==> src/rtl/dmem_arb_pkg.sv <==
// Shared types and constants for the data-memory arbiter (dmem_arbiter).
package dmem_arb_pkg;

  typedef enum logic [1:0] {
    OWN_CPU  = 2'b01,
    DBG_LOCK = 2'b10
  } arb_state_e;

  localparam logic PORT_CPU = 1'b0;
  localparam logic PORT_DBG = 1'b1;
  localparam int   STAT_W   = 16;

endpackage

==> src/rtl/arb_sat_counter.sv <==
// Saturating up-counter with synchronous clear; clear has priority over increment.
module arb_sat_counter #(
  parameter int W   = 4,
  parameter int MAX = 15
) (
  input  logic         clk,
  input  logic         reset,
  input  logic         inc,
  input  logic         clr,
  output logic [W-1:0] count,
  output logic         sat
);

  logic [W-1:0] count_r;

  // counter register, holds at MAX
  always_ff @(posedge clk) begin
    if (reset) begin
      count_r <= '0;
    end else if (clr) begin
      count_r <= '0;
    end else if (inc && !sat) begin
      count_r <= count_r + W'(1);
    end else begin
      count_r <= count_r;
    end
  end

  assign count = count_r;
  assign sat   = (count_r == W'(MAX));

endmodule

==> src/rtl/dmem_arbiter.sv <==
// Shares the data-memory port between the CPU and a debug/DMA requester.
// Optional statistics counters are built when DMEM_ARB_STATS_EN is defined.
module dmem_arbiter
  import dmem_arb_pkg::*;
#(
  parameter int ADDR_W   = 8,
  parameter int DATA_W   = 32,
  parameter int MAX_WAIT = 4,
  parameter int MAX_LOCK = 8
) (
  input  logic              clk,
  input  logic              reset,
  input  logic              cpu_req,
  input  logic              cpu_we,
  input  logic [ADDR_W-1:0] cpu_addr,
  input  logic [DATA_W-1:0] cpu_wdata,
  output logic [DATA_W-1:0] cpu_rdata,
  output logic              cpu_stall,
  input  logic              dbg_req,
  input  logic              dbg_we,
  input  logic              dbg_lock,
  input  logic [ADDR_W-1:0] dbg_addr,
  input  logic [DATA_W-1:0] dbg_wdata,
  output logic              dbg_gnt,
  output logic [DATA_W-1:0] dbg_rdata,
  output logic              dbg_valid,
  output logic              mem_we,
  output logic [ADDR_W-1:0] mem_addr,
  output logic [DATA_W-1:0] mem_wdata,
  input  logic [DATA_W-1:0] mem_rdata,
  output logic [STAT_W-1:0] stat_conflicts,
  output logic [STAT_W-1:0] stat_forced
);

  localparam int WAIT_W = $clog2(MAX_WAIT + 1);
  localparam int LOCK_W = $clog2(MAX_LOCK + 1);

  arb_state_e        state_r;
  arb_state_e        state_nxt_s;
  logic [WAIT_W-1:0] wait_cnt_s;
  logic              wait_sat_s;
  logic [LOCK_W-1:0] lock_cnt_s;
  logic              lock_sat_s;
  logic              cpu_gnt_s;
  logic              dbg_gnt_s;
  logic              forced_s;
  logic              lock_inc_s;
  logic              lock_clr_s;
  logic              last_beat_s;
  logic              any_gnt_s;
  logic              gnt_port_s;
  logic              dbg_rd_s;
  logic [DATA_W-1:0] dbg_rdata_r;
  logic              dbg_valid_r;

  // A granted beat at lock_cnt==MAX_LOCK-1 is the last one the burst may take
  assign last_beat_s = (lock_cnt_s == LOCK_W'(MAX_LOCK - 1)) | lock_sat_s;

  // grant select and next state
  always_comb begin
    cpu_gnt_s   = 1'b0;
    dbg_gnt_s   = 1'b0;
    forced_s    = 1'b0;
    lock_inc_s  = 1'b0;
    lock_clr_s  = 1'b0;
    state_nxt_s = state_r;
    if (reset) begin
      state_nxt_s = OWN_CPU;
      lock_clr_s  = 1'b1;
    end else begin
      case (state_r)
        OWN_CPU: begin
          forced_s = dbg_req & (wait_cnt_s == WAIT_W'(MAX_WAIT));
          if (forced_s || (dbg_req && !cpu_req)) begin
            dbg_gnt_s = 1'b1;
            if (dbg_lock && !last_beat_s) begin
              state_nxt_s = DBG_LOCK;
              lock_inc_s  = 1'b1;
            end else begin
              lock_clr_s = 1'b1;
            end
          end else begin
            cpu_gnt_s  = cpu_req;
            lock_clr_s = 1'b1;
          end
        end
        DBG_LOCK: begin
          if (dbg_req) begin
            dbg_gnt_s = 1'b1;
            if (!dbg_lock || last_beat_s) begin
              state_nxt_s = OWN_CPU;
              lock_clr_s  = 1'b1;
            end else begin
              lock_inc_s = 1'b1;
            end
          end else begin
            state_nxt_s = OWN_CPU;
            lock_clr_s  = 1'b1;
          end
        end
        default: begin
          state_nxt_s = OWN_CPU;
          lock_clr_s  = 1'b1;
        end
      endcase
    end
  end

  // arbitration state register
  always_ff @(posedge clk) begin
    if (reset) begin
      state_r <= OWN_CPU;
    end else begin
      state_r <= state_nxt_s;
    end
  end

  arb_sat_counter #(.W(WAIT_W), .MAX(MAX_WAIT)) u_wait_cnt (
    .clk   (clk),
    .reset (reset),
    .inc   (dbg_req & ~dbg_gnt_s & ~wait_sat_s),
    .clr   (dbg_gnt_s),
    .count (wait_cnt_s),
    .sat   (wait_sat_s)
  );

  arb_sat_counter #(.W(LOCK_W), .MAX(MAX_LOCK)) u_lock_cnt (
    .clk   (clk),
    .reset (reset),
    .inc   (lock_inc_s & ~lock_sat_s),
    .clr   (lock_clr_s),
    .count (lock_cnt_s),
    .sat   (lock_sat_s)
  );

  assign any_gnt_s  = cpu_gnt_s | dbg_gnt_s;
  assign gnt_port_s = dbg_gnt_s ? PORT_DBG : PORT_CPU;

  // memory port mux; idle port parks on the CPU address with writes off
  always_comb begin
    mem_addr  = cpu_addr;
    mem_wdata = cpu_wdata;
    mem_we    = 1'b0;
    if (any_gnt_s) begin
      if (gnt_port_s == PORT_DBG) begin
        mem_addr  = dbg_addr;
        mem_wdata = dbg_wdata;
        mem_we    = dbg_we;
      end else begin
        mem_we = cpu_we;
      end
    end else begin
      mem_we = 1'b0;
    end
  end

  assign dbg_rd_s = dbg_gnt_s & ~dbg_we;

  // debug read-data capture
  always_ff @(posedge clk) begin
    if (reset) begin
      dbg_valid_r <= 1'b0;
      dbg_rdata_r <= '0;
    end else begin
      dbg_valid_r <= dbg_rd_s;
      if (dbg_rd_s) begin
        dbg_rdata_r <= mem_rdata;
      end else begin
        dbg_rdata_r <= dbg_rdata_r;
      end
    end
  end

  assign cpu_rdata = mem_rdata;
  assign cpu_stall = cpu_req & ~cpu_gnt_s & ~reset;
  assign dbg_gnt   = dbg_gnt_s;
  assign dbg_rdata = dbg_rdata_r;
  assign dbg_valid = dbg_valid_r;

`ifdef DMEM_ARB_STATS_EN
  logic conf_sat_s;
  logic forced_sat_s;

  arb_sat_counter #(.W(STAT_W), .MAX((1 << STAT_W) - 1)) u_stat_conflicts (
    .clk   (clk),
    .reset (reset),
    .inc   (cpu_req & dbg_req & ~conf_sat_s),
    .clr   (1'b0),
    .count (stat_conflicts),
    .sat   (conf_sat_s)
  );

  arb_sat_counter #(.W(STAT_W), .MAX((1 << STAT_W) - 1)) u_stat_forced (
    .clk   (clk),
    .reset (reset),
    .inc   (forced_s & dbg_gnt_s & ~forced_sat_s),
    .clr   (1'b0),
    .count (stat_forced),
    .sat   (forced_sat_s)
  );
`else
  assign stat_conflicts = '0;
  assign stat_forced    = '0;
`endif

endmodule

==> config.mk <==
export PLATFORM = sky130hd
export DESIGN_NAME = dmem_arbiter
export DESIGN_NICKNAME = d
export VERILOG_FILES = /design/src/rtl/dmem_arb_pkg.sv /design/src/rtl/arb_sat_counter.sv /design/src/rtl/dmem_arbiter.sv
export SDC_FILE = /design/constraint.sdc
export NUM_CORES = 1
export LEC_CHECK = 0
export ABC_AREA = 1
export CORE_MARGIN = 10
export CORE_UTILIZATION = 31
export DETAILED_ROUTE_END_ITERATION = 16
export PLACE_DENSITY = 0.86
export REMOVE_ABC_BUFFERS = 1
export SLEW_MARGIN = 20
export SYNTH_ARGS = -nofsm -noshare
export SYNTH_HDL_FRONTEND = slang
export SYNTH_SLANG_ARGS = --single-unit
==> constraint.sdc <==
create_clock -name clk -period 2.24 [get_ports clk]
set_clock_uncertainty 0.2 [all_clocks]
set_input_delay 0.336 -clock clk [delete_from_list [all_inputs] [get_ports clk]]
set_output_delay 0.336 -clock clk [all_outputs]
set_load 0.01 [all_outputs]
# Word level (Yosys, flattened, before mapping)
# Cells that the tools add are included.
# totals
regBits,42
inputBits,119
# op_classes
n_addsub,2
eq_ne,8
mux,31
bitwise_logic,15
reduce_logical,14
# op_table
operator,n
2-to-1 mux 32 bit,2
2-to-1 mux 1 bit,19
2-to-1 mux 8 bit,2
2-to-1 mux 2 bit,4
bitwise AND 1 bit,7
inverter 1 bit,6
case mux 1 bit (2 select lines),3
logical NOT 1 bit,5
"adder 4 x 1 -> 4 bit, second input constant",1
"equality test 4 x 3 -> 1 bit, second input constant",1
"equality test 4 bit, second input constant",1
logical AND 1 bit,4
"inequality test 2 bit, second input constant",2
case mux 2 bit (2 select lines),1
OR reduction 2 bit,2
"adder 3 x 1 -> 3 bit, second input constant",1
"equality test 3 bit, second input constant",1
"inequality test 3 bit, second input constant",1
AND reduction 3 bit,1
"equality test 2 x 1 -> 1 bit, second input constant",1
"equality test 2 bit, second input constant",1
logical OR 1 bit,2
OR 1 bit,2

# Logic depth before layout (Yosys ltp)
# Gate-level depths: netlist (run 1).
# depth
depth_word,10
depth_mapped,13
ltp_nobuf,12

# Hierarchy
# Synthesis (run 1) repeated with hierarchy kept, for this count alone.
# unflattened
cells_unflattened,511
hier_area_um2,2970.3
# modules_own_cells
mod,instances,cells_each,area_per_inst_um2,seq_area_each_um2
dmem_arbiter,1,451,2571.2,700.7
arb_sat_counter at u_lock_cnt,1,33,224.0,80.1
arb_sat_counter at u_wait_cnt,1,27,175.2,60.1

# Least setup slack after synthesis (run 1)
# OpenSTA, ideal clock, no wires.
# synth_path
path_kind,register to output
from,register u_wait_cnt.count_r[0] (netlist: u_wait_cnt.count[0])
to,output mem_we
arrival_ps,1452
required_time_ps,1704
setup_slack_ps,252
stages_incl_launch_ff,13
path_cell_list,dfxtp_1 > inv_1 > ha_1 > nand2_1 > nand2_1 > nand2_1 > nand2_2 > nand3_4 > clkinv_2 > nand2_4 > buf_2 > nand2_1 > inv_1
# synth_between
elab_chain_cells,9
word_cells_on_any_way,13
cone_classes,1 x eq/ne; 9 x mux; 2 x bitwise; 1 x reduce/logical
# synth_rtl
item,line,source
from (decl),arb_sat_counter.sv:14,logic [W-1:0] count_r;
from (signal assigned),arb_sat_counter.sv:23,count_r <= count_r + W'(1);
from (signal assigned),arb_sat_counter.sv:25,count_r <= count_r;
equality test 3 bit (*),dmem_arbiter.sv:73,forced_s = dbg_req & (wait_cnt_s == WAIT_W'(MAX_WAIT));
bitwise AND 1 bit (*),dmem_arbiter.sv:73,
logical OR 1 bit (*),dmem_arbiter.sv:74,if (forced_s || (dbg_req && !cpu_req)) begin
2-to-1 mux 1 bit,dmem_arbiter.sv:74,
case mux 1 bit (2 select lines),dmem_arbiter.sv:71,case (state_r)
2-to-1 mux 1 bit,dmem_arbiter.sv:67,if (reset) begin
2-to-1 mux 1 bit,dmem_arbiter.sv:137,assign gnt_port_s = dbg_gnt_s ? PORT_DBG : PORT_CPU;
2-to-1 mux 1 bit,dmem_arbiter.sv:145,if (gnt_port_s == PORT_DBG) begin
2-to-1 mux 1 bit (*),dmem_arbiter.sv:144,if (any_gnt_s) begin
to (decl),dmem_arbiter.sv:27,"output logic mem_we,"
# Mark *: on every way between the ends. The rest lies on a longest branch, timed or not.

# Worst setup path after layout (run 1)
# layout_path
from,register state_r[0]
to,output mem_we
# layout_between
elab_chain_cells,6
word_cells_on_any_way,10
cone_classes,2 x eq/ne; 7 x mux; 1 x bitwise
# layout_rtl
item,line,source
from (decl),dmem_arbiter.sv:38,arb_state_e state_r;
from (signal assigned),dmem_arbiter.sv:114,state_r <= state_nxt_s;
equality test 2 bit / equality test 2 x 1 -> 1 bit (equally long branches),dmem_arbiter.sv:71,
case mux 1 bit (2 select lines),dmem_arbiter.sv:71,
2-to-1 mux 1 bit,dmem_arbiter.sv:67,
2-to-1 mux 1 bit,dmem_arbiter.sv:137,
2-to-1 mux 1 bit,dmem_arbiter.sv:145,
2-to-1 mux 1 bit (*),dmem_arbiter.sv:144,
# Marked as above.

==> results of run 1 <==
==> cells by family (layout without fill, tap and decap cells) <==
group | after synthesis | after routing
compound gates | 12 | 12
xor+xnor | 3 | 3
buf+inv | 103 | 301
flops | 42 | 42
fa+ha+maj | 6 | 6
other cells | 1 | 32
simple gates | 264 | 264
==> layout by cell type, fill, tap and decap left out, drive strengths merged, types with 6 or more instances in the layout <==
master         instances
nand2                212
clkdlybuf4s50        183
buf                   84
nand3                 46
dfxtp                 42
conb                  32
inv                   21
clkbuf                10
a21oi                  9
ha                     6
==> how the worst max path moves through the flow <==
stage	startpoint	endpoint	slack, ns	cells after the start
global placement	cpu_req	mem_wdata[30]	-0.38	9
CTS	u_wait_cnt.count[1]$_SDFFE_PP0P_	mem_we	-0.10	13
finish	state_r[0]$_SDFFE_PP1P_	mem_we	-0.13	10
global route	state_r[0]$_SDFFE_PP1P_	mem_wdata[26]	-0.20	10
floorplan	u_wait_cnt.count[0]$_SDFFE_PP0P_	mem_we	-0.39	11
detailed placement	dbg_req	mem_wdata[1]	-0.43	9
==> where the power goes <==
| part | switching (W) | internal (W) |
|---|---|---|
| Clock | 0.000248 | 0.000357 |
| Sequential | 0.0000434 | 0.000824 |
| Combinational | 0.000790 | 0.000891 |
==> registers in the layout, indices dropped and copies added (netlist names) <==
register,count
u_lock_cnt.count,4
dbg_valid,1
dbg_rdata,32
state_r,2
u_wait_cnt.count,3
==> repair_timing <==
| action | in CTS | in global routing |
|---|---|---|
| resized for setup | 210 | 64 |
| pin swaps | 9 | 19 |
| gates cloned | 3 | 5 |
| buffers inserted | 21 | 4 |
| hold buffers | 0 | 0 |
| endpoints found under the setup margin | 76 | 82 |
==> worst max-delay path, stage by stage, from the launching register on <==
cell     delay (ns)
dfxtp_2        0.32
inv_1          0.10
ha_4           0.23
nor2_4         0.17
nand3_4        0.13
buf_12         0.17
buf_16         0.14
o21ai_2        0.05
nand2_1        0.07
inv_1          0.07
buf_6          0.10
==> through the flow <==
| stage | hold slack [ns] | area [um2] | setup TNS (ns) | std cells |
|---|---|---|---|---|
| 2_1_floorplan | 0.2051 | 2287 | -12.81 | 381 |
| 3_3_place_gp | 0.2514 | 4837 | -22.08 | 732 |
| 3_5_place_dp | 0.2572 | 4837 | -25.06 | 732 |
| 4_1_cts | 0.2678 | 5111 | -2.465 | 762 |
| 5_1_grt | 0.2891 | 5453 | -9.973 | 768 |
| 6_report | 0.2634 | 5453 | -3.929 | 768 |
==> final cells by class <==
| type | instances | share of cell area [%] |
|---|---|---|
| tap | 108 | 2.478 |
| inverter | 22 | 1.744 |
| clock inverter | 1 | 0.5507 |
| multi-input combinational | 317 | 29.16 |
| clock buffer | 6 | 1.514 |
| sequential | 42 | 15.51 |
| timing repair buffer | 272 | 49.04 |
==> metal layers <==
metal  GRT usage (%)  up-vias
met5               0        -
met3           8.294       27
met1           19.32     1583
met2           35.95      206
met4           5.347        0
li1                -     1693
==> run_results.csv, run 1 <==
group,metric,value,unit
synthesis,synth_most_common_cell,"nand2_1",
die,rows,34,
synthesis,synth_top_area_cell,"dfxtp_1",
layout,syn2layout_area_growth,99.09,%
layout,seq_area,845.8,um2
global_route,antenna_found_initial,0,
synthesis,ys.flop_type,"dfxtp_1",
drt,drt_iter0_markers,180,
synthesis,synth-simple-area-share,39.38,%
synthesis,syn_inst,431,
setup_path,cp.arrival,1.84,ns
global_route,grt_start_max_net_pins,35,
drt,postRouteAntennaNets,0,
synthesis,synth_compound_area_share,2.193,%
place,portBuffers,226,
setup_path,r2r_end,"u_wait_cnt.count[1]$_SDFFE_PP0P_",
synthesis,yosys_warnings,0,
synthesis,synth_edf_count,0,
synthesis,synthArstFlopShare,0,%
place,place_congestion,0.8844,
die,io_pins,259,
drt,wl_met1,4843,um
power_and_ir_drop,power_density,578.2,nW/um2
setup_path,critPathKind,"register to output pin",
drt,vias,3509,
synthesis,synth_top_family_by_area,"simple AND/OR/NAND/NOR gates",
clock_network,clock_sinks,42,
synthesis,yosysTopAreaCellShare,30.70,%
synthesis,synth_area_leaders,"dfxtp_1 31%, nand2_1 29%, buf_4 18%",
run_status,outcome,"finished with violations",
worst_hold_path,hp-class,"register to register",
setup_path,r2r-start,"u_wait_cnt.count[1]$_SDFFE_PP0P_",
sta,fin_crit_sh,106.0,%
clock_network,htree_levels,2,
synthesis,synth_seq_cells,42,
drt,highest_layer,"met4",
clock_network,clk-insertion-delay-late,0.29,ns
power_and_ir_drop,ir_drop,0.0004374,V
layout,multi_input_area,1590,um2
global_route,grt_overflow,0,
clock_network,cts-root-buf,"clkbuf_8",
die,die_w,114.0,um
setup_path,critPathMaxFanout,6,
clock_network,clkTransAtPathRegs,0.08,ns
layout,final_util,62.83,%
drt,first_pass_iters,4,
clock_network,cts_tree,"built",
synthesis,synth-xor-area-share,0.9593,%
drt,routed_wl,14140,um
place,place_ws,-0.4260,ns
worst_hold_path,worst_hold_startpoint,"dbg_rdata[20]$_SDFFE_PP0P_",
die,core-area,8678,um2
synthesis,synth_cell_types,23,
run,cap_violations,0,
die,initial_utilization,31.56,%
sta,worst_slack,-0.1341,ns
synthesis,avgSynthCellArea,6.355,um2
synthesis,syn_area,2739,um2
die,die_h,114.0,um
drt,wl_met3,1593,um
layout,final_nets,785,
synthesis,synth_common_cells,"210 x nand2_1, 66 x buf_4, 45 x nand3_1",
setup_path,r2r_cells,16,
worst_hold_path,min_path_cells,2,
die,die_area,12990,um2
global_route,grt_pass1_vias,3649,
drt,avgRoutedWirePerCell,18.41,um
layout,nFillCells,732,
global_route,grt_usage,19.45,%
drt,remaining_drc_errors,0,
drt,vias_per_cell,4.569,
sta,setup_viol_count_final,45,
sta,slew_violations,0,
drt,dr_wl_met2,7349,um
layout,drive_above_1_share,24.55,%
setup_path,r2r_slack,-0.11,ns
worst_hold_path,holdPathEnd,"dbg_rdata[20]$_SDFFE_PP0P_",
global_route,grt_first_pass_wirelength,20310,um
sta,period_needed,2.374,ns
setup_path,critical_path_required,1.70,ns
synthesis,synthAdderAreaFrac,2.741,%
setup_path,critPathCaptureType,"output pin",
setup_path,cp-start-kind,"register",
layout,diodes,0,
sta,rsz0062_at_grt,"yes",
clock_network,clockBufferDepth,2,
sta,fmax,421.2,MHz
synthesis,synth_seq_area_share,30.70,%
sta,hold_viol,0,
synthesis,synth_mux_area_share,0,%
run_status,violations,"setup timing",
clock_network,cts_buffers,5,
power_and_ir_drop,p_total,0.003153,W
place,place_hpwl,10430,um
power_and_ir_drop,leakagePower,2.601,nW
No activity file was read; power rests on OpenSTA's default activity.
==> inputs of run 2 (changes only) <==
--- a/config.mk
+++ b/config.mk
@@ -6,6 +6,7 @@
 export NUM_CORES = 1
 export LEC_CHECK = 0
 export ABC_AREA = 1
+export CAP_MARGIN = 10
 export CORE_MARGIN = 10
 export CORE_UTILIZATION = 31
 export DETAILED_ROUTE_END_ITERATION = 16
==> results of run 2 <==
No change in the layout: final DEF, timing and power equal those of run 1.
==> inputs of run 3 (changes only) <==
--- a/config.mk
+++ b/config.mk
@@ -7,6 +7,7 @@
 export LEC_CHECK = 0
 export ABC_AREA = 1
 export CAP_MARGIN = 10
+export CORE_ASPECT_RATIO = 1.1
 export CORE_MARGIN = 10
 export CORE_UTILIZATION = 31
 export DETAILED_ROUTE_END_ITERATION = 16
==> run_results.csv, run 3 (synthesis results as in run 1) <==
group,metric,value,unit
layout,largest_register_ffs,32,
die,initial_utilization,32.24,%
clock_network,cts_buffers,5,
clock_network,htree_levels,2,
sta,slew_violations,0,
place,place_hpwl,11210,um
setup_path,cp-start-kind,"register",
sta,period_needed,2.424,ns
die,core-area,8496,um2
clock_network,clock_sinks,42,
drt,first_pass_iters,4,
layout,nFillCells,667,
power_and_ir_drop,leakagePower,2.751,nW
sta,hold_ws,0.2654,ns
layout,diodes,0,
setup_path,cp-endpoint,"mem_we",
global_route,antenna_found_initial,0,
global_route,grt_pass1_vias,3847,
run_status,violations,"setup timing",
setup_path,cp.arrival,1.89,ns
sta,worst_slack,-0.1837,ns
worst_hold_path,hp-class,"register to register",
setup_path,r2r_cells,16,
clock_network,clkTransAtPathRegs,0.08,ns
sta,hold_viol,0,
sta,setup_viol_count_final,73,
power_and_ir_drop,p_int,0.002141,W
drt,remaining_drc_errors,0,
worst_hold_path,min_path_cells,2,
power_and_ir_drop,clkPwrFrac,18.5,%
layout,final_nets,787,
run_status,outcome,"finished with violations",
setup_path,r2r-start,"u_wait_cnt.count[0]$_SDFFE_PP0P_",
drt,vias,3544,
power_and_ir_drop,ir_drop,0.0005037,V
global_route,grt_start_max_net_pins,35,
power_and_ir_drop,p_seq_share,26.6,%
layout,seq_area,845.8,um2
drt,wl_met3,1707,um
global_route,grt_usage,20.61,%
drt,wl_met1,5105,um
die,die_w,109.6,um
place,place_congestion,0.9117,
drt,routed_wl,14690,um
sta,rsz0062_at_grt,"yes",
drt,avgRoutedWirePerCell,19.01,um
drt,drt_iter0_markers,291,
setup_path,worstSetupStartpoint,"u_wait_cnt.count[0]$_SDFFE_PP0P_",
global_route,grt_first_pass_wirelength,21210,um
die,io_pins,259,
run,cap_violations,0,
power_and_ir_drop,power_frac_comb,54.9,%
layout,syn2layout_area_growth,107.9,%
place,place_ws,-0.5331,ns
sta,fmax,412.6,MHz
die,die_area,13000,um2
layout,drive_above_1_share,29.15,%
setup_path,r2r_end,"dbg_rdata[5]$_SDFFE_PP0P_",
setup_path,critPathKind,"register to output pin",
drt,dr_wl_met2,7413,um
die,die_h,118.6,um
place,portBuffers,226,
setup_path,critPathCaptureType,"output pin",
power_and_ir_drop,power_density,574.7,nW/um2
sta,fin_crit_sh,108.2,%
power_and_ir_drop,switching_share,34.59,%
layout,layout_common_cells,"183 x clkdlybuf4s50_1, 136 x nand2_1, 54 x nand2_2",
global_route,grt_overflow,0,
setup_path,r2r_slack,-0.11,ns
drt,highest_layer,"met4",
clock_network,clockBufferDepth,2,
clock_network,cts_tree,"built",
power_and_ir_drop,power.switching,0.001132,W
layout,mostFrequentLayoutCell,"clkdlybuf4s50_1",
clock_network,clk-insertion-delay-late,0.29,ns
drt,vias_per_cell,4.585,
setup_path,critPathMaxFanout,7,
layout,multi_input_area,1723,um2
drt,postRouteAntennaNets,0,
clock_network,cts-root-buf,"clkbuf_8",
die,rows,35,
setup_path,critical_path_required,1.70,ns
[run 3: cell types whose count changed in the layout (fill, tap and decap cells not counted), moves of 4 or more]
cell,before,now
buf_6,20,32
buf_12,3,8
clkbuf_16,4,0
nand2_1,167,136
buf_2,29,15
nand2_4,13,20
nand2_2,32,54
[run 3: worst min-delay path by stage]
stage                                 end                  startpoint  slack (ns)
2_1_floorplan     state_r[1]$_SDFFE_PP0P_                       reset        0.21
4_1_cts        dbg_rdata[20]$_SDFFE_PP0P_  dbg_rdata[20]$_SDFFE_PP0P_        0.27
3_3_place_gp   dbg_rdata[18]$_SDFFE_PP0P_  dbg_rdata[18]$_SDFFE_PP0P_        0.25
6_report       dbg_rdata[20]$_SDFFE_PP0P_  dbg_rdata[20]$_SDFFE_PP0P_        0.27
3_5_place_dp   dbg_rdata[20]$_SDFFE_PP0P_  dbg_rdata[20]$_SDFFE_PP0P_        0.26
5_1_grt        dbg_rdata[27]$_SDFFE_PP0P_  dbg_rdata[27]$_SDFFE_PP0P_        0.29
[run 3: power groups by stage]
stage / Clock (W) / Combinational, W / Sequential (W)
after detailed placement: 0 / 0.00138 / 0.000878
after global routing: 0.000645 / 0.00192 / 0.000879
final: 0.000605 / 0.00180 / 0.000871
after global placement: 0 / 0.00135 / 0.000871
after floorplan: 0 / 0.000461 / 0.000898
after CTS: 0.000620 / 0.00172 / 0.000870
[run 3: layout make-up]
cell class	instances	share of cell area [%]
flip-flops and latches	42	14.85
multi-input cells	317	30.25
clock inverters	1	0.5272
clock buffers	6	1.450
repair buffers	274	48.77
well taps	111	2.438
inverters	22	1.714
[run 3: metrics by stage]
step | TNS [ns] | cell area (um2) | power (W) | utilization, % | cells
final | -6.680 | 5695 | 0.003273 | 67.04 | 773
after global routing | -15.13 | 5695 | 0.003446 | 67.04 | 773
after CTS | -9.064 | 5503 | 0.003208 | 64.77 | 774
after detailed placement | -28.64 | 4906 | 0.002260 | 57.75 | 741
after global placement | -25.72 | 4906 | 0.002225 | 57.75 | 741
after floorplan | -12.81 | 2287 | 0.001359 | - | 381
[run 3: critical path: stages (launching register included)]
cell      delay, ns
dfxtp_2        0.34
inv_2          0.05
ha_4           0.16
nand2_4        0.07
nand2_2        0.05
nand2_2        0.07
nand2_2        0.07
nand3_4        0.14
clkinv_8       0.09
buf_12         0.13
buf_12         0.14
nand2_8        0.06
nand2_2        0.05
inv_1          0.05
buf_2          0.12
[run 3: routing by layer]
layer  vias to the layer above  GRT usage, %
met5                         -             0
met4                         0         9.039
met3                        26         8.424
met2                       221         36.55
met1                      1603         20.27
li1                       1694             -
[run 3: timing repair]
action / 4_1_cts / 5_1_grt
cloned: 6 / 0
hold buffers: 0 / 0
endpoints found under the setup margin: 76 / 80
gates resized for setup: 254 / 80
pin swaps: 18 / 20
setup buffers: 20 / 8
